File: config.mk
export PLATFORM = sky130hd
export DESIGN_NAME = fetch_stage_flat
export DESIGN_NICKNAME = d
export VERILOG_FILES = /design/src/rtl/fetch_stage_pkg.sv /design/src/rtl/fetch_stage_if.sv /design/src/rtl/fetch_buffer.sv /design/src/rtl/fetch_stage.sv /design/src/flat_wrapper.sv
export SDC_FILE = /design/constraint.sdc
export NUM_CORES = 1
export LEC_CHECK = 0
export BUFFER_PORTS_ARGS = -buffer_cell sky130_fd_sc_hd__buf_2
export CAP_MARGIN = 20
export CORE_ASPECT_RATIO = 0.9
export CORE_MARGIN = 5
export CORE_UTILIZATION = 50
export DETAILED_ROUTE_END_ITERATION = 12
export GPL_ROUTABILITY_DRIVEN = 0
export PLACE_DENSITY = 0.79
export SYNTH_ARGS = -nofsm -noshare
export SYNTH_HDL_FRONTEND = slang
export SYNTH_SLANG_ARGS = --single-unit
File: constraint.sdc
create_clock -name clk -period 3.12 [get_ports clk]
set_input_delay 0.156 -clock clk [delete_from_list [all_inputs] [get_ports clk]]
set_output_delay 0.156 -clock clk [all_outputs]
set_load 0.005 [all_outputs]
File: src/rtl/fetch_stage_pkg.sv
// Shared definitions for the instruction fetch stage: FSM states, NOP word, field slices.
package fetch_stage_pkg;

    typedef enum logic [1:0] {
        ST_REQ  = 2'd0,
        ST_WAIT = 2'd1,
        ST_HOLD = 2'd2
    } fetch_state_t;

    // sll $0,$0,0
    localparam logic [31:0] NOP_WORD = 32'h0000_0000;

    function automatic logic [5:0] opcode_of(input logic [31:0] instr);
        return instr[31:26];
    endfunction

    function automatic logic [5:0] funct_of(input logic [31:0] instr);
        return instr[5:0];
    endfunction

    function automatic logic [31:0] align_word(input logic [31:0] addr);
        return {addr[31:2], 2'b00};
    endfunction

endpackage

File: src/rtl/fetch_stage_if.sv
// Instruction-memory port: valid/ready request channel plus valid-only response channel.
interface fetch_stage_if;
    logic        imem_req_valid;
    logic        imem_req_ready;
    logic [31:0] imem_req_addr;
    logic        imem_resp_valid;
    logic [31:0] imem_resp_data;

    modport master (
        output imem_req_valid,
        output imem_req_addr,
        input  imem_req_ready,
        input  imem_resp_valid,
        input  imem_resp_data
    );

    modport slave (
        input  imem_req_valid,
        input  imem_req_addr,
        output imem_req_ready,
        output imem_resp_valid,
        output imem_resp_data
    );
endinterface

File: src/rtl/fetch_buffer.sv
// One-entry {instr, pc} holding register that catches a fetched word while IF/ID is stalled.
module fetch_buffer (
    input  logic        clk,
    input  logic        rst_n,
    input  logic        load,
    input  logic        drain,
    input  logic        flush,
    input  logic [31:0] in_instr,
    input  logic [31:0] in_pc,
    output logic        full,
    output logic [31:0] instr,
    output logic [31:0] pc
);

    always_ff @(posedge clk or negedge rst_n) begin
        if (!rst_n) begin
            full  <= 1'b0;
            instr <= '0;
            pc    <= '0;
        end else if (flush || drain) begin
            full <= 1'b0;
        end else if (load) begin
            full  <= 1'b1;
            instr <= in_instr;
            pc    <= in_pc;
        end
    end

endmodule

File: src/rtl/fetch_stage.sv
// MIPS instruction fetch stage: owns the PC, fetches from imem, fills the IF/ID register,
// applies downstream redirects and honours stalls.
module fetch_stage
    import fetch_stage_pkg::*;
#(
    parameter logic [31:0] RESET_PC  = 32'h0000_0000,
    parameter logic [31:0] NOP_INSTR = NOP_WORD
) (
    input  logic                clk,
    input  logic                rst_n,
    fetch_stage_if.master       imem,
    input  logic                stall,
    input  logic                redirect,
    input  logic [31:0]         redirect_pc,
    output logic                if_valid,
    output logic [31:0]         if_instr,
    output logic [31:0]         if_pc,
    output logic [31:0]         if_pc_plus4,
    output logic [5:0]          if_opcode,
    output logic [5:0]          if_funct,
    output logic                fetch_misalign
);

    fetch_state_t state;
    logic         started;
    logic         kill;
    logic [31:0]  pc;
    logic [31:0]  req_addr_q;
    logic [31:0]  pc_plus4;
    logic [31:0]  target;
    logic         resp_take;
    logic         back_to_back;
    logic         fire;
    logic         hold_drain;
    logic         buf_full;
    logic [31:0]  buf_instr;
    logic [31:0]  buf_pc;

    assign pc_plus4     = pc + 32'd4;
    assign target       = align_word(redirect_pc);
    assign resp_take    = (state == ST_WAIT) && imem.imem_resp_valid && !kill && !redirect;
    assign back_to_back = resp_take && !stall;
    assign hold_drain   = (state == ST_HOLD) && buf_full && !stall && !redirect;

    // A killed request keeps presenting its original address from req_addr_q while pc
    // already tracks the redirect target; the back-to-back request is pc+4.
    assign imem.imem_req_valid = started && ((state == ST_REQ) || back_to_back);
    assign imem.imem_req_addr  = (state == ST_REQ) ? req_addr_q : pc_plus4;
    assign fire                = imem.imem_req_valid && imem.imem_req_ready;

    fetch_buffer u_buffer (
        .clk      (clk),
        .rst_n    (rst_n),
        .load     (resp_take && stall),
        .drain    (hold_drain),
        .flush    ((state == ST_HOLD) && redirect),
        .in_instr (imem.imem_resp_data),
        .in_pc    (pc),
        .full     (buf_full),
        .instr    (buf_instr),
        .pc       (buf_pc)
    );

    always_ff @(posedge clk or negedge rst_n) begin
        if (!rst_n) begin
            state          <= ST_REQ;
            started        <= 1'b0;
            kill           <= 1'b0;
            pc             <= RESET_PC;
            req_addr_q     <= RESET_PC;
            fetch_misalign <= 1'b0;
        end else begin
            started        <= 1'b1;
            fetch_misalign <= redirect && (redirect_pc[1:0] != 2'b00);
            if (redirect)
                pc <= target;
            case (state)
                ST_REQ: begin
                    if (!started)
                        req_addr_q <= redirect ? target : pc;
                    if (redirect && started)
                        kill <= 1'b1;
                    if (fire)
                        state <= ST_WAIT;
                end
                ST_WAIT: begin
                    if (redirect) begin
                        if (imem.imem_resp_valid) begin
                            kill       <= 1'b0;
                            state      <= ST_REQ;
                            req_addr_q <= target;
                        end else begin
                            kill <= 1'b1;
                        end
                    end else if (imem.imem_resp_valid) begin
                        if (kill) begin
                            kill       <= 1'b0;
                            state      <= ST_REQ;
                            req_addr_q <= pc;
                        end else if (!stall) begin
                            pc <= pc_plus4;
                            if (!fire) begin
                                state      <= ST_REQ;
                                req_addr_q <= pc_plus4;
                            end
                        end else begin
                            pc    <= pc_plus4;
                            state <= ST_HOLD;
                        end
                    end
                end
                ST_HOLD: begin
                    if (redirect) begin
                        state      <= ST_REQ;
                        req_addr_q <= target;
                    end else if (!stall) begin
                        state      <= ST_REQ;
                        req_addr_q <= pc;
                    end
                end
                default: state <= ST_REQ;
            endcase
        end
    end

    always_ff @(posedge clk or negedge rst_n) begin
        if (!rst_n) begin
            if_valid    <= 1'b0;
            if_instr    <= NOP_INSTR;
            if_pc       <= '0;
            if_pc_plus4 <= 32'd4;
        end else if (!stall) begin
            if (back_to_back) begin
                if_valid    <= 1'b1;
                if_instr    <= imem.imem_resp_data;
                if_pc       <= pc;
                if_pc_plus4 <= pc_plus4;
            end else if (hold_drain) begin
                if_valid    <= 1'b1;
                if_instr    <= buf_instr;
                if_pc       <= buf_pc;
                if_pc_plus4 <= buf_pc + 32'd4;
            end else begin
                if_valid <= 1'b0;
                if_instr <= NOP_INSTR;
            end
        end
    end

    assign if_opcode = opcode_of(if_instr);
    assign if_funct  = funct_of(if_instr);

endmodule
File: src/flat_wrapper.sv
// flat-port wrapper written by rule: the top's interface ports become plain ports
module fetch_stage_flat import fetch_stage_pkg::*;
#(
    parameter logic [31:0] RESET_PC  = 32'h0000_0000,
    parameter logic [31:0] NOP_INSTR = NOP_WORD
)
  (clk, rst_n, stall, redirect, redirect_pc, if_valid, if_instr, if_pc, if_pc_plus4, if_opcode, if_funct, fetch_misalign, imem_imem_req_valid, imem_imem_req_addr, imem_imem_req_ready, imem_imem_resp_valid, imem_imem_resp_data);
  fetch_stage_if imem_i ();
  input  logic clk;
  input  logic rst_n;
  input  logic stall;
  input  logic redirect;
  input  logic [31:0] redirect_pc;
  output logic if_valid;
  output logic [31:0] if_instr;
  output logic [31:0] if_pc;
  output logic [31:0] if_pc_plus4;
  output logic [5:0] if_opcode;
  output logic [5:0] if_funct;
  output logic fetch_misalign;
  output wire logic [$bits(imem_i.imem_req_valid)-1:0] imem_imem_req_valid;
  output wire logic [$bits(imem_i.imem_req_addr)-1:0] imem_imem_req_addr;
  input wire logic [$bits(imem_i.imem_req_ready)-1:0] imem_imem_req_ready;
  input wire logic [$bits(imem_i.imem_resp_valid)-1:0] imem_imem_resp_valid;
  input wire logic [$bits(imem_i.imem_resp_data)-1:0] imem_imem_resp_data;
  assign imem_imem_req_valid = imem_i.imem_req_valid;
  assign imem_imem_req_addr = imem_i.imem_req_addr;
  assign imem_i.imem_req_ready = imem_imem_req_ready;
  assign imem_i.imem_resp_valid = imem_imem_resp_valid;
  assign imem_i.imem_resp_data = imem_imem_resp_data;
  fetch_stage #(.RESET_PC(RESET_PC), .NOP_INSTR(NOP_INSTR)) u_core (.clk(clk), .rst_n(rst_n), .imem(imem_i), .stall(stall), .redirect(redirect), .redirect_pc(redirect_pc), .if_valid(if_valid), .if_instr(if_instr), .if_pc(if_pc), .if_pc_plus4(if_pc_plus4), .if_opcode(if_opcode), .if_funct(if_funct), .fetch_misalign(fetch_misalign));
endmodule
# [Yosys cells after proc, flatten, opt, wreduce, memory -nomap -nowiden]
# Index checks and enable logic that the tools add are counted.
[word_totals] register_bits=231 input_bits=70 output_inout_bits=143 word_cells=98
[op_classes] n_addsub=2 n_eq_ne=11 mux=41 n_bitwise=2 n_reduce_logical=29
[op_table] op="2-to-1 mux 32 bit" count=21
[op_table] op="case mux 32 bit (3 select lines)" count=1
[op_table] op="adder 32 x 3 -> 32 bit, second input constant" count=2
[op_table] op="2-to-1 mux 2 bit" count=9
[op_table] op="logical AND 1 bit" count=13
[op_table] op="2-to-1 mux 1 bit" count=8
[op_table] op="!= test 4 x 3 -> 1 bit, second input constant" count=2
[op_table] op="nonzero test 2 bit" count=4
[op_table] op="!= test 2 bit, second input constant" count=3
[op_table] op="!= test 3 bit, second input constant" count=2
[op_table] op="case mux 2 bit (3 select lines)" count=1
[op_table] op="AND reduction 6 bit" count=1
[op_table] op="!= test 5 x 4 -> 1 bit, second input constant" count=1
[op_table] op="AND reduction 2 bit" count=2
[op_table] op="AND reduction 4 bit" count=1
[op_table] op="logical NOT 1 bit" count=3
[op_table] op="AND reduction 3 bit" count=1
[op_table] op="nonzero test 3 bit" count=1
[op_table] op="== test 2 x 1 -> 1 bit, second input constant" count=1
[op_table] op="== test 2 bit, second input constant" count=1
[op_table] op="logical NOT 2 bit" count=1
[op_table] op="logical OR 1 bit" count=2
[op_table] op="!= test 2 x 1 -> 1 bit, second input constant" count=1
[op_table] op="inverter 1 bit" count=2
[op_table] op="case mux 1 bit (2 select lines)" count=1

# [Depth between registers and ports, before layout]
[logic_depth] ltp_word=14 depth_mapped=8 mapped_depth_nobuf=6

# [By module]
# Synthesis repeated with hierarchy kept, for this count alone.
[unflattened] hier_cells=1290 hier_area_um2=12634.6
[by_module_without_submodules] module="fetch_stage" n_inst=1 cells_each=1151 area_per_inst_um2=9909.5 seq_area_each_um2=4105.2
[by_module_without_submodules] module="fetch_buffer" n_inst=1 cells_each=139 area_per_inst_um2=2725.1 seq_area_each_um2=1626.6

# [Least setup slack after synthesis]
# Ideal clock, no wire load.
[synth_path] kind="register to register" startpoint="register u_core.pc[3]" endpoint="register u_core.pc[26]" setup_time_ps=125 arrival_time_ps=2153 t_required_ps=2995 slack_ps=843 stages_incl_launch_ff=8 path_buffers=1 synth_period_minus_slack_ps=2277 path_cell_list="dfrtp_1 -> ha_1 -> nand3_2 -> or4_1 -> clkbuf_1 -> nor4_1 -> xor2_1 -> mux2_2"
[synth_via] elab_chain_cells=5
[synth_rtl] element="from (decl)" line_no="fetch_stage.sv:27" rtl="logic [31:0] pc;"
[synth_rtl] element="from (signal assigned)" line_no="fetch_stage.sv:76" rtl="pc <= target;"
[synth_rtl] element="from (signal assigned)" line_no="fetch_stage.sv:101" rtl="pc <= pc_plus4;"
[synth_rtl] element="from (signal assigned)" line_no="fetch_stage.sv:107" rtl="pc <= pc_plus4;"
[synth_rtl] element="adder 32 x 3 -> 32 bit" line_no="fetch_stage.sv:39" rtl="assign pc_plus4 = pc + 32'd4;"
[synth_rtl] element="2-to-1 mux 32 bit" line_no="fetch_stage.sv:96" rtl="if (kill) begin"
[synth_rtl] element="2-to-1 mux 32 bit" line_no="fetch_stage.sv:95" rtl="end else if (imem.imem_resp_valid) begin"
[synth_rtl] element="2-to-1 mux 32 bit" line_no="fetch_stage.sv:87" rtl="if (redirect) begin"
[synth_rtl] element="2-to-1 mux 32 bit" line_no="fetch_stage.sv:77" rtl="case (state)"
# No other way between the ends.
# A chain may end at the register's enable or synchronous reset.

# [Worst setup path after layout]
[layout_path] startpoint="register u_core.pc[12]" endpoint="output port imem_imem_req_addr[29]"
[layout_via] elab_chain_cells=2
[layout_rtl] element="adder 32 x 3 -> 32 bit" line_no="fetch_stage.sv:39"
[layout_rtl] element="2-to-1 mux 32 bit" line_no="fetch_stage.sv:48" rtl="assign imem.imem_req_addr = (state == ST_REQ) ? req_addr_q : pc_plus4;"
[layout_rtl] element="to (decl)" line_no="flat_wrapper.sv:22" rtl="output wire logic [$bits(imem_i.imem_req_addr)-1:0] imem_imem_req_addr;"
# No other way between the ends.

==> out/metrics.cfg <==
[run_status]
outcome = finished, final reports clean

[synthesis]
synth.distinct_cells = 77
synth_edf_count = 0
async_reset_ff_share_pct = 100.0
synth_fp_nets = 1311
yosysTopAreaCellShare_pct = 47.89
ys_seq_area_share_pct = 48.11
yosys-top-cells-count = dfrtp_1, nor2_1, nand2_1
synth_area_mm2 = 0.01191
synthCells = 1239
synth.avg_cell_area_um2 = 9.615
synth.top_cells.by_area = dfrtp_1, mux2_2, nor2_1
synth_seq_cells = 229
synth-main-ff-cell = dfrtp_1
yosysTopAreaCell = dfrtp_1
synth_most_common_cell = dfrtp_1
yosys_warnings = 0

[grt]
groute.usage.overall_pct = 27.61
grt_pass1_wl_um = 60590
grt-ovfl-total = 0
grt_max_degree = 99
antenna_found_initial = 0
grt_pass1_vias = 10633

[worst_setup_path]
max_stage_delay_ns = 0.66
r2r_start = u_core.pc[3]
regToRegEndpoint = u_core.pc[26]
worstPathArrival_ns = 2.93
crit_required_ns = 2.96
worstSetupPathType = register to primary output
reg2reg_depth = 7
crit_fanout = 8
cp_cell_sequence = inv_1 -> or4_4 -> or3_1 -> xor2_1 -> a21oi_2 -> buf_2
end_kind = primary output
r2r_slack_ns = 0.51
startpoint_type = register
crit_slowest_cell = or4_4

[sta]
post-route-period-util_pct = 98.86
slew_viol_final = 0
whs_ns = 0.02606
report.final.setup_viol = 0
worstMarginPinSlew_ns = 0.8541
maxSlewHeadroom_pct = 42.85
fin_worst_skew_ns = 0.009549
max_freq_mhz = 324.2
finalSetupTns_ns = 0
period_needed_ns = 3.085
hold_violations = 0

[job]
drv_cap = 0

[power_and_ir_drop]
p_sw_share_pct = 32.63
combPwrFrac_pct = 24.4
peakVddDrop_mv = 0.4266
clock_power_share_pct = 30.0
p_int_uw = 6633
seqPwrFrac_pct = 45.6
leakagePower_uw = 0.006773
p_per_area_mw_per_mm2 = 670.8
p_switching_uw = 3213

[clock_tree]
htreeDepth = 1
clk_latency_ns = 0.52
cts_tree = yes
cts_root_buf = clkbuf_16
worst_setup_hold_path_clk_slew_ns = 0.06
cts_buffer_depth = 3
cts_made_buffers = 25
cts.sinks = 229

[floorplanning]
die_area_mm2 = 0.02702
rows = 53
die_w_um = 172.7
io_pins = 213
die_h_um = 156.4
coreArea_mm2 = 0.02341
start_util_pct = 50.89

[placement]
portBuffers = 212
placed_area_mm2 = 0.01313
dp_cells = 1667
hpwlAfterDp_um = 25640

[hold_path]
hp-start = redirect_pc[15]
whs_endpoint = u_core.req_addr_q[15]
hp-class = input pin to register
hold_path_depth = 3

[final_layout]
areaGrowthSynthToFinish_pct = 23.22
diodes = 0
fin_cells = 1780
drive_gt1_share_pct = 27.67
nets = 1532
stdcell_area_mm2 = 0.01468

[detailed_routing]
ant_nets = 0
wl_met3_um = 4713
wl_met2_um = 16970
routed_wl_um = 38680
route.detailed.drc = 0
via_per_inst = 6.135
drtPass1Iterations = 7
drt_iter0_drc = 1499
wl_met1_um = 15500
vias = 10921
topRoutingLayerUsed = met4
wire_per_inst_um = 21.73

## power by group through the flow
| stage | logic, uW | clock network (uW) | registers (uW) |
|---|---|---|---|
| after floorplan | 1370 | 0 | 4240 |
| after global placement | 2250 | 0 | 4440 |
| after detailed placement | 2300 | 0 | 4490 |
| after CTS | 2380 | 2960 | 4450 |
| after global routing | 2650 | 3080 | 4580 |
| final | 2400 | 2950 | 4490 |
## layer usage
metal	vias to the layer above	track usage, %
li1	4854	-
met3	124	7.729
met1	5253	38.84
met2	690	41.33
met4	0	9.993
met5	-	0
## placed cells by master, fill, tap and decap left out, types with 14 or more instances in the layout
master / instances
buf_2: 211
buf_4: 35
o22ai_1: 21
clkbuf_16: 25
nor2_1: 144
xor2_1: 29
nor4_1: 23
a222oi_1: 25
inv_1: 34
a31oi_1: 14
xnor2_1: 59
mux2_2: 78
dfrtp_1: 220
nand2_1: 123
nand4_1: 14
dlygate4sd3_1: 62
a21oi_1: 44
o21ai_0: 50
nand3_1: 28
nor3_1: 33
## how the worst max path moves through the flow
stage                   from                      to
5_1_grt         u_core.pc[3]  imem_imem_req_addr[29]
4_1_cts         u_core.pc[3]  imem_imem_req_addr[22]
3_3_place_gp    u_core.pc[2]  imem_imem_req_addr[30]
2_1_floorplan   u_core.pc[3]           u_core.pc[26]
3_5_place_dp    u_core.pc[2]  imem_imem_req_addr[30]
6_report       u_core.pc[12]  imem_imem_req_addr[29]
## cell type report
class                   count  area [um^2]
repair buffers            313         2034
well taps                 302        377.9
clock inverters             9        97.59
inverters                  35        131.4
multi-input cells         856         5589
clock buffers              36        706.9
fillers                  1829         8730
flip-flops and latches    229         5742
## through the flow
step	power, uW	util [%]	setup slack (ns)
floorplan	5612	-	0.8428
global placement	6690	56.09	0.3764
detailed placement	6785	56.09	0.2955
CTS	9789	62.29	0.0007769
global route	10300	62.71	-0.01835
finish	9846	62.71	0.03542
## sequential cells by signal, indices dropped and copies added, names as in the netlist
name,flops
u_core.fetch_misalign,1
u_core.if_instr,32
u_core.if_pc,30
u_core.if_pc_plus4,32
u_core.if_valid,1
u_core.kill,1
u_core.pc,32
u_core.req_addr_q,32
u_core.started,1
u_core.state,2
u_core.u_buffer.full,1
u_core.u_buffer.instr,32
u_core.u_buffer.pc,32
## kinds of logic (layout without fill, tap and decap cells)
kind of cell | count (synthesis) | count (layout) | synth area share (%)
other cells | 1 | 1 | 0.03148
fa+ha+maj | 2 | 2 | 0.2100
mux | 91 | 91 | 8.465
xor+xnor | 88 | 88 | 6.470
buf+inv | 156 | 393 | 5.693
flops | 229 | 229 | 48.11
compound gates | 241 | 241 | 13.85
simple gates | 431 | 433 | 17.16
## worst max-delay path, delay by kind of cell, from the launching register on
| family | cells | cell delay, ns |
|---|---|---|
| AOI/OAI and AO/OA | 1 | 0.25 |
| xor gates and xnor gates | 1 | 0.20 |
| buffers and inverters | 2 | 0.36 |
| DFF | 1 | 0.47 |
| and+or+nand+nor | 2 | 1.12 |
## timing repair
action | in CTS | in global routing
endpoints found under the hold margin | 195 | 0
pin swaps | 1 | 4
hold buffers | 62 | 0
endpoints found under the setup margin | 9 | 11
gates cloned | 1 | 1
buffers inserted | 0 | 4
gates resized for setup | 9 | 10
No activity file was read; power rests on OpenSTA's default activity.
